--- config.mk ---
export PLATFORM = sky130hd
export DESIGN_NAME = seq_alu_flat
export DESIGN_NICKNAME = d
export VERILOG_FILES = /design/src/rtl/seq_alu_if.sv /design/src/rtl/seq_alu.sv /design/src/flat_wrapper.sv
export SDC_FILE = /design/constraint.sdc
export NUM_CORES = 1
export LEC_CHECK = 0
export CAP_MARGIN = 20
export CORE_MARGIN = 2
export CORE_UTILIZATION = 30
export DETAILED_ROUTE_END_ITERATION = 10
export SLEW_MARGIN = 30
export SYNTH_ARGS = -nofsm -noshare
export SYNTH_HDL_FRONTEND = slang
export SYNTH_SLANG_ARGS = --single-unit
--- constraint.sdc ---
create_clock -name clk -period 7.6 [get_ports clk]
set_clock_uncertainty 0.05 [all_clocks]
set_input_delay 1.14 -clock clk [delete_from_list [all_inputs] [get_ports clk]]
set_output_delay 1.14 -clock clk [all_outputs]
set_load 0.005 [all_outputs]
--- src/rtl/seq_alu_if.sv ---
// Operand/result handshake bundle for seq_alu: valid/ready request side
// carrying op/a/b, valid/ready response side carrying result and flags.
interface seq_alu_if #(
  parameter int unsigned WIDTH = 4,
  parameter int unsigned OPW   = 3
);
  logic             in_valid;
  logic             in_ready;
  logic [OPW-1:0]   op;
  logic [WIDTH-1:0] a;
  logic [WIDTH-1:0] b;
  logic             out_valid;
  logic             out_ready;
  logic [WIDTH-1:0] result;
  logic [WIDTH-1:0] result_hi;
  logic             carry;
  logic             lt;
  logic             gt;
  logic             eq;
  logic             zero;
  logic             err;

  modport master (
    output in_valid, op, a, b, out_ready,
    input  in_ready, out_valid, result, result_hi, carry, lt, gt, eq, zero, err
  );

  modport slave (
    input  in_valid, op, a, b, out_ready,
    output in_ready, out_valid, result, result_hi, carry, lt, gt, eq, zero, err
  );
endinterface

--- src/rtl/seq_alu.sv ---
// Registered ALU with valid/ready handshakes: single-cycle add/sub/cmp/logic ops
// and a WIDTH-cycle shift-add multiply producing a 2*WIDTH-bit product.
module seq_alu #(
  parameter int unsigned WIDTH = 4,
  parameter int unsigned OPW   = 3
) (
  input  logic     clk,
  input  logic     rst_n,
  seq_alu_if.slave bus
);

  localparam int unsigned CW = (WIDTH > 1) ? $clog2(WIDTH) : 1;
  localparam logic [CW-1:0] CNT_LAST = CW'(WIDTH - 1);

  typedef enum logic [1:0] {
    S_IDLE = 2'd0,
    S_MUL  = 2'd1,
    S_DONE = 2'd2
  } state_t;

  typedef enum logic [2:0] {
    OP_ADD = 3'b000,
    OP_SUB = 3'b001,
    OP_CMP = 3'b010,
    OP_AND = 3'b011,
    OP_OR  = 3'b100,
    OP_XOR = 3'b101,
    OP_MUL = 3'b110,
    OP_RSV = 3'b111
  } op_t;

  state_t             state_q, state_d;
  logic [WIDTH-1:0]   result_q, result_d;
  logic [WIDTH-1:0]   result_hi_q, result_hi_d;
  logic               carry_q, carry_d;
  logic               lt_q, lt_d;
  logic               gt_q, gt_d;
  logic               eq_q, eq_d;
  logic               zero_q, zero_d;
  logic               err_q, err_d;
  logic [2*WIDTH-1:0] acc_q, acc_d;
  logic [WIDTH-1:0]   mcand_q, mcand_d;
  logic [CW-1:0]      cnt_q, cnt_d;

  logic [OPW-1:0]     op_in;
  logic               in_ready;
  logic               accept;
  logic [WIDTH:0]     add_w;
  logic [WIDTH:0]     sub_w;
  logic [31:0]        cmp_w;
  logic [WIDTH-1:0]   alu_res;
  logic               alu_carry;
  logic               alu_err;
  logic               is_mul;
  logic               a_lt, a_gt, a_eq;
  logic [WIDTH:0]     mul_sum;
  logic [2*WIDTH-1:0] mul_next;

  assign op_in    = bus.op;
  assign in_ready = (state_q == S_IDLE) || ((state_q == S_DONE) && bus.out_ready);
  assign accept   = bus.in_valid && in_ready;

  // Single-cycle results, evaluated on the operands presented at the port.
  always_comb begin
    a_lt      = bus.a < bus.b;
    a_gt      = bus.a > bus.b;
    a_eq      = bus.a == bus.b;
    add_w     = {1'b0, bus.a} + {1'b0, bus.b};
    sub_w     = {1'b0, bus.a} + {1'b0, ~bus.b} + {{WIDTH{1'b0}}, 1'b1};
    cmp_w     = {29'd0, a_lt, a_gt, a_eq};
    alu_res   = '0;
    alu_carry = 1'b0;
    alu_err   = 1'b0;
    is_mul    = 1'b0;
    case (op_t'(op_in))
      OP_ADD: begin
        alu_res   = add_w[WIDTH-1:0];
        alu_carry = add_w[WIDTH];
      end
      OP_SUB: begin
        alu_res   = sub_w[WIDTH-1:0];
        alu_carry = sub_w[WIDTH];
      end
      OP_CMP:  alu_res = cmp_w[WIDTH-1:0];
      OP_AND:  alu_res = bus.a & bus.b;
      OP_OR:   alu_res = bus.a | bus.b;
      OP_XOR:  alu_res = bus.a ^ bus.b;
      OP_MUL:  is_mul  = 1'b1;
      default: alu_err = 1'b1;
    endcase
  end

  // Accumulator holds {partial_hi, remaining multiplier bits}; the multiplier
  // shifts out LSB-first as the partial product shifts in from the top.
  always_comb begin
    mul_sum  = {1'b0, acc_q[2*WIDTH-1:WIDTH]} + (acc_q[0] ? {1'b0, mcand_q} : '0);
    mul_next = {mul_sum, acc_q[WIDTH-1:1]};
  end

  always_comb begin
    state_d     = state_q;
    result_d    = result_q;
    result_hi_d = result_hi_q;
    carry_d     = carry_q;
    lt_d        = lt_q;
    gt_d        = gt_q;
    eq_d        = eq_q;
    zero_d      = zero_q;
    err_d       = err_q;
    acc_d       = acc_q;
    mcand_d     = mcand_q;
    cnt_d       = cnt_q;

    case (state_q)
      S_MUL: begin
        acc_d = mul_next;
        cnt_d = cnt_q + 1'b1;
        if (cnt_q == CNT_LAST) begin
          state_d     = S_DONE;
          result_d    = mul_next[WIDTH-1:0];
          result_hi_d = mul_next[2*WIDTH-1:WIDTH];
          zero_d      = (mul_next == '0);
        end
      end
      S_DONE: begin
        if (bus.out_ready) state_d = S_IDLE;
      end
      default: ;
    endcase

    // Accept is only possible from IDLE or a draining DONE, so it overrides.
    if (accept) begin
      lt_d        = a_lt;
      gt_d        = a_gt;
      eq_d        = a_eq;
      err_d       = alu_err;
      carry_d     = alu_carry;
      result_d    = alu_res;
      result_hi_d = '0;
      zero_d      = (alu_res == '0);
      mcand_d     = bus.a;
      acc_d       = {{WIDTH{1'b0}}, bus.b};
      cnt_d       = '0;
      state_d     = is_mul ? S_MUL : S_DONE;
    end
  end

  always_ff @(posedge clk or negedge rst_n) begin
    if (!rst_n) begin
      state_q     <= S_IDLE;
      result_q    <= '0;
      result_hi_q <= '0;
      carry_q     <= 1'b0;
      lt_q        <= 1'b0;
      gt_q        <= 1'b0;
      eq_q        <= 1'b0;
      zero_q      <= 1'b0;
      err_q       <= 1'b0;
      acc_q       <= '0;
      mcand_q     <= '0;
      cnt_q       <= '0;
    end else begin
      state_q     <= state_d;
      result_q    <= result_d;
      result_hi_q <= result_hi_d;
      carry_q     <= carry_d;
      lt_q        <= lt_d;
      gt_q        <= gt_d;
      eq_q        <= eq_d;
      zero_q      <= zero_d;
      err_q       <= err_d;
      acc_q       <= acc_d;
      mcand_q     <= mcand_d;
      cnt_q       <= cnt_d;
    end
  end

  assign bus.in_ready  = in_ready;
  assign bus.out_valid = (state_q == S_DONE);
  assign bus.result    = result_q;
  assign bus.result_hi = result_hi_q;
  assign bus.carry     = carry_q;
  assign bus.lt        = lt_q;
  assign bus.gt        = gt_q;
  assign bus.eq        = eq_q;
  assign bus.zero      = zero_q;
  assign bus.err       = err_q;

endmodule
--- src/flat_wrapper.sv ---
// flat-port wrapper written by rule: the top's interface ports become plain ports
module seq_alu_flat 
#(
  parameter int unsigned WIDTH = 4,
  parameter int unsigned OPW   = 3
)
  (clk, rst_n, bus_in_valid, bus_op, bus_a, bus_b, bus_out_ready, bus_in_ready, bus_out_valid, bus_result, bus_result_hi, bus_carry, bus_lt, bus_gt, bus_eq, bus_zero, bus_err);
  seq_alu_if #(.WIDTH(WIDTH), .OPW(OPW)) bus_i ();
  input  logic clk;
  input  logic rst_n;
  input wire logic [$bits(bus_i.in_valid)-1:0] bus_in_valid;
  input wire logic [$bits(bus_i.op)-1:0] bus_op;
  input wire logic [$bits(bus_i.a)-1:0] bus_a;
  input wire logic [$bits(bus_i.b)-1:0] bus_b;
  input wire logic [$bits(bus_i.out_ready)-1:0] bus_out_ready;
  output wire logic [$bits(bus_i.in_ready)-1:0] bus_in_ready;
  output wire logic [$bits(bus_i.out_valid)-1:0] bus_out_valid;
  output wire logic [$bits(bus_i.result)-1:0] bus_result;
  output wire logic [$bits(bus_i.result_hi)-1:0] bus_result_hi;
  output wire logic [$bits(bus_i.carry)-1:0] bus_carry;
  output wire logic [$bits(bus_i.lt)-1:0] bus_lt;
  output wire logic [$bits(bus_i.gt)-1:0] bus_gt;
  output wire logic [$bits(bus_i.eq)-1:0] bus_eq;
  output wire logic [$bits(bus_i.zero)-1:0] bus_zero;
  output wire logic [$bits(bus_i.err)-1:0] bus_err;
  assign bus_i.in_valid = bus_in_valid;
  assign bus_i.op = bus_op;
  assign bus_i.a = bus_a;
  assign bus_i.b = bus_b;
  assign bus_i.out_ready = bus_out_ready;
  assign bus_in_ready = bus_i.in_ready;
  assign bus_out_valid = bus_i.out_valid;
  assign bus_result = bus_i.result;
  assign bus_result_hi = bus_i.result_hi;
  assign bus_carry = bus_i.carry;
  assign bus_lt = bus_i.lt;
  assign bus_gt = bus_i.gt;
  assign bus_eq = bus_i.eq;
  assign bus_zero = bus_i.zero;
  assign bus_err = bus_i.err;
  seq_alu #(.WIDTH(WIDTH), .OPW(OPW)) u_core (.clk(clk), .rst_n(rst_n), .bus(bus_i));
endmodule
==> flow_metrics.py <==
metrics = {
    "outcome": {
        "outcome": "finished, final reports clean",
    },
    "timing": {
        "final_max_slew_viol_count": 0,
        "tightest_slew_ps": 710.5,
        "finalCritPeriodShare_pct": 51.16,
        "setup_tns_ps": 0,
        "finalSetupViolCount": 0,
        "max_freq_mhz": 257.2,
        "final-hold-violation-count": 0,
        "rsz0062_at_grt": "false",
        "setup_ws_ps": 3712,
        "period_needed_ps": 3888,
        "slew_headroom_pct": 52.63,
    },
    "power": {
        "power_density_nw_per_um2": 264.2,
        "ir_worst_vdd_mv": 0.06442,
        "total_power_uw": 703.3,
        "p_leak_uw": 0.001241,
        "p_int_uw": 478.9,
        "pwr-share-comb_pct": 36.3,
        "p_seq_share_pct": 34.8,
        "clock_power_share_pct": 28.9,
        "switching_share_pct": 31.90,
        "switchingPower_uw": 224.4,
    },
    "min_path": {
        "min_from": "u_core.bus.gt",
        "hold_path_end": "u_core.bus.gt",
        "hold_class": "register to register",
        "whs_path_depth": 2,
    },
    "finish": {
        "drive_gt1_share_pct": 4.494,
        "area_growth_syn_to_layout_pct": 24.15,
        "n_fill_cell": 703,
        "final_util_pct": 38.76,
        "layout_common_cells": "clkdlybuf4s50_1, dfrtp_1, nand2_1",
        "diodes": 0,
        "nets": 306,
    },
    "clock_tree": {
        "cts-hold-fix-buffers": 0,
        "root_buffer": "clkbuf_8",
        "cts_resized": 0,
        "cts_setup_buffers": 0,
        "clock-sinks": 30,
        "cts_made_buffers": 5,
        "ctsHtreeMaxLevel": 2,
        "cts_tree": "yes",
        "clk_path_buf_depth": 2,
        "clock_latency_ps": 290,
        "path_clk_slew_ps": 70,
    },
    "grt": {
        "grt_overflow": 0,
        "first_global_vias": 1717,
        "grt_pass1_wl_mm": 8.342,
        "track_usage_pct": 13.81,
        "antenna_found_initial": 0,
        "grt_max_degree": 31,
    },
    "floorplanning": {
        "io-pin-count": 31,
        "core_um2": 6869,
        "die-area_um2": 7841,
        "fp-row-count": 30,
        "start_util_pct": 31.22,
        "fp.dieW_um": 88.55,
        "die_y_um": 88.55,
    },
    "setup_path": {
        "worst_ep_required_time_ps": 7750,
        "cp_cell_sequence": "clkdlybuf4s50_1 -> inv_1 -> ha_1 -> or4_4 -> nor3b_1 -> a222oi_1 -> or4b_1 -> o31ai_2",
        "slowest_stage": "clkdlybuf4s50_1",
        "crit_path_max_fanout": 4,
        "start_kind": "input pin",
        "critical_path_class": "input pin to register",
        "cp.arrival_ps": 4040,
        "rr_startpoint": "u_core.state_q[1]",
        "rr_endpoint": "u_core.bus.zero",
        "worst_r2r_path_depth": 7,
        "ff2ff_setup_slack_ps": 4590,
        "cpPeakStageDelay_ps": 570,
        "crit_path_end_kind": "register",
    },
    "route": {
        "drt_pre_antenna_iters": 4,
        "avgViaCountPerCell": 4.813,
        "vias": 1747,
        "route.detailed.drc": 0,
        "ant_nets": 0,
        "wl_per_cell_um": 13.85,
        "wl_mm": 5.028,
        "drt-initial-drc-count": 80,
    },
    "logic_synthesis": {
        "synth_ff_type": "dfrtp_1",
        "synth_cell_types": 45,
        "async_reset_ff_share_pct": 100.0,
        "synth_fp_nets": 280,
        "syn_inst": 240,
        "yosys.area.top_type": "dfrtp_1",
        "ys_ff_latch": 30,
        "yosysSeqAreaShare_pct": 35.01,
        "yosys_warnings": 0,
        "syn_area_um2": 2145,
        "netlist_top_cells_area": "dfrtp_1, ha_1, mux2i_1, nand2_1, inv_1",
        "yosysTopAreaCellShare_pct": 35.01,
        "synth-edff-count": 0,
        "syn-mean-instance-area_um2": 8.936,
    },
    "placement": {
        "gp_congestion": 0.8659,
        "place_ws_ps": 3429,
        "port_buffers": 30,
        "dp_hpwl_mm": 3.837,
    },
    "job": {
        "cap_violations": 0,
    },
}
==> worst max path at each step <==
stage / slack, ps / from / cells past startpoint / endpoint
final: 3710 / bus_b[1] / 8 / u_core.bus.zero
after global routing: 3580 / bus_b[1] / 8 / u_core.bus.zero
after CTS: 3730 / bus_b[1] / 8 / u_core.bus.zero
after detailed placement: 3430 / bus_b[1] / 8 / u_core.bus.zero
after global placement: 3530 / bus_b[1] / 8 / u_core.bus.zero
after floorplan: 4240 / bus_b[2] / 8 / u_core.bus.zero
==> power by group through the flow <==
| stage | clock [µW] | sequential, µW | combinational (µW) |
|---|---|---|---|
| after global placement | 0 | 248 | 256 |
| after CTS | 206 | 245 | 259 |
| final | 203 | 245 | 256 |
| after global routing | 212 | 252 | 287 |
| after detailed placement | 0 | 248 | 258 |
| after floorplan | 0 | 239 | 155 |
==> final cells by class <==
| class | count | area (µm²) | share of cell area [%] |
|---|---|---|---|
| Clock buffer | 6 | 82.58 | 3.102 |
| Sequential cell | 30 | 750.7 | 28.20 |
| Multi-Input combinational cell | 174 | 1251 | 46.99 |
| Inverter | 24 | 90.09 | 3.383 |
| Clock inverter | 2 | 60.06 | 2.256 |
| Timing Repair Buffer | 31 | 307.8 | 11.56 |
| Tap cell | 96 | 120.1 | 4.511 |
==> metrics by stage <==
stage	instances	hold WS (ps)	cell area [µm²]
global placement	355	411.8	2519
CTS	363	425.3	2661
finish	363	418.2	2663
floorplan	240	397.4	2145
global route	363	468.7	2663
detailed placement	355	409.5	2519
==> routing by layer <==
layer | global-route usage (%) | part of all wire [%] | vias to the layer above
met3 | 2.519 | 3.3 | 6
met2 | 22.21 | 46 | 31
met1 | 18.80 | 49 | 836
li1 | - | - | 874
met5 | 0 | 0 | -
met4 | 4.545 | 0.99 | 0
==> registers in the layout (all words and copies together), names as in the netlist, 2 cells and up <==
signal and flops:
u_core.bus.result 4, u_core.cnt_q 2, u_core.bus.result_hi 4, u_core.state_q 2
u_core.mcand_q 4, u_core.acc_q 8
==> critical path, delay by kind of cell <==
| kind | cells | cell delay [ps] |
|---|---|---|
| compound gates | 2 | 610 |
| fa+ha+maj | 1 | 360 |
| buf+inv | 2 | 700 |
| simple gates | 3 | 1210 |
==> cell usage after synthesis, types with 3 or more instances <==
cell type and n:
clkbuf_1 9, fa_1 3, o21ai_0 8, dfrtp_1 30, a21o_1 4, o21ai_1 6, mux2i_1 15, and2_1 7
a21oi_1 11, nand2b_1 5, nand2_1 26, nand3_1 3, o22ai_1 4, o31ai_1 3, inv_1 24, nor3_1 4
ha_1 22, nor2_1 17, nor2b_1 4
==> logic make-up (layout without fill, tap and decap cells) <==
logic type	count (synthesis)	after routing	synth area share [%]
buf+inv	36	63	6.709
simple gates	77	77	17.97
mux	15	15	7.001
flops	30	30	35.01
fa+ha+maj	25	25	15.64
compound gates	54	54	16.45
xor+xnor	3	3	1.225
Note: power is estimated with default switching activity, not from simulation.
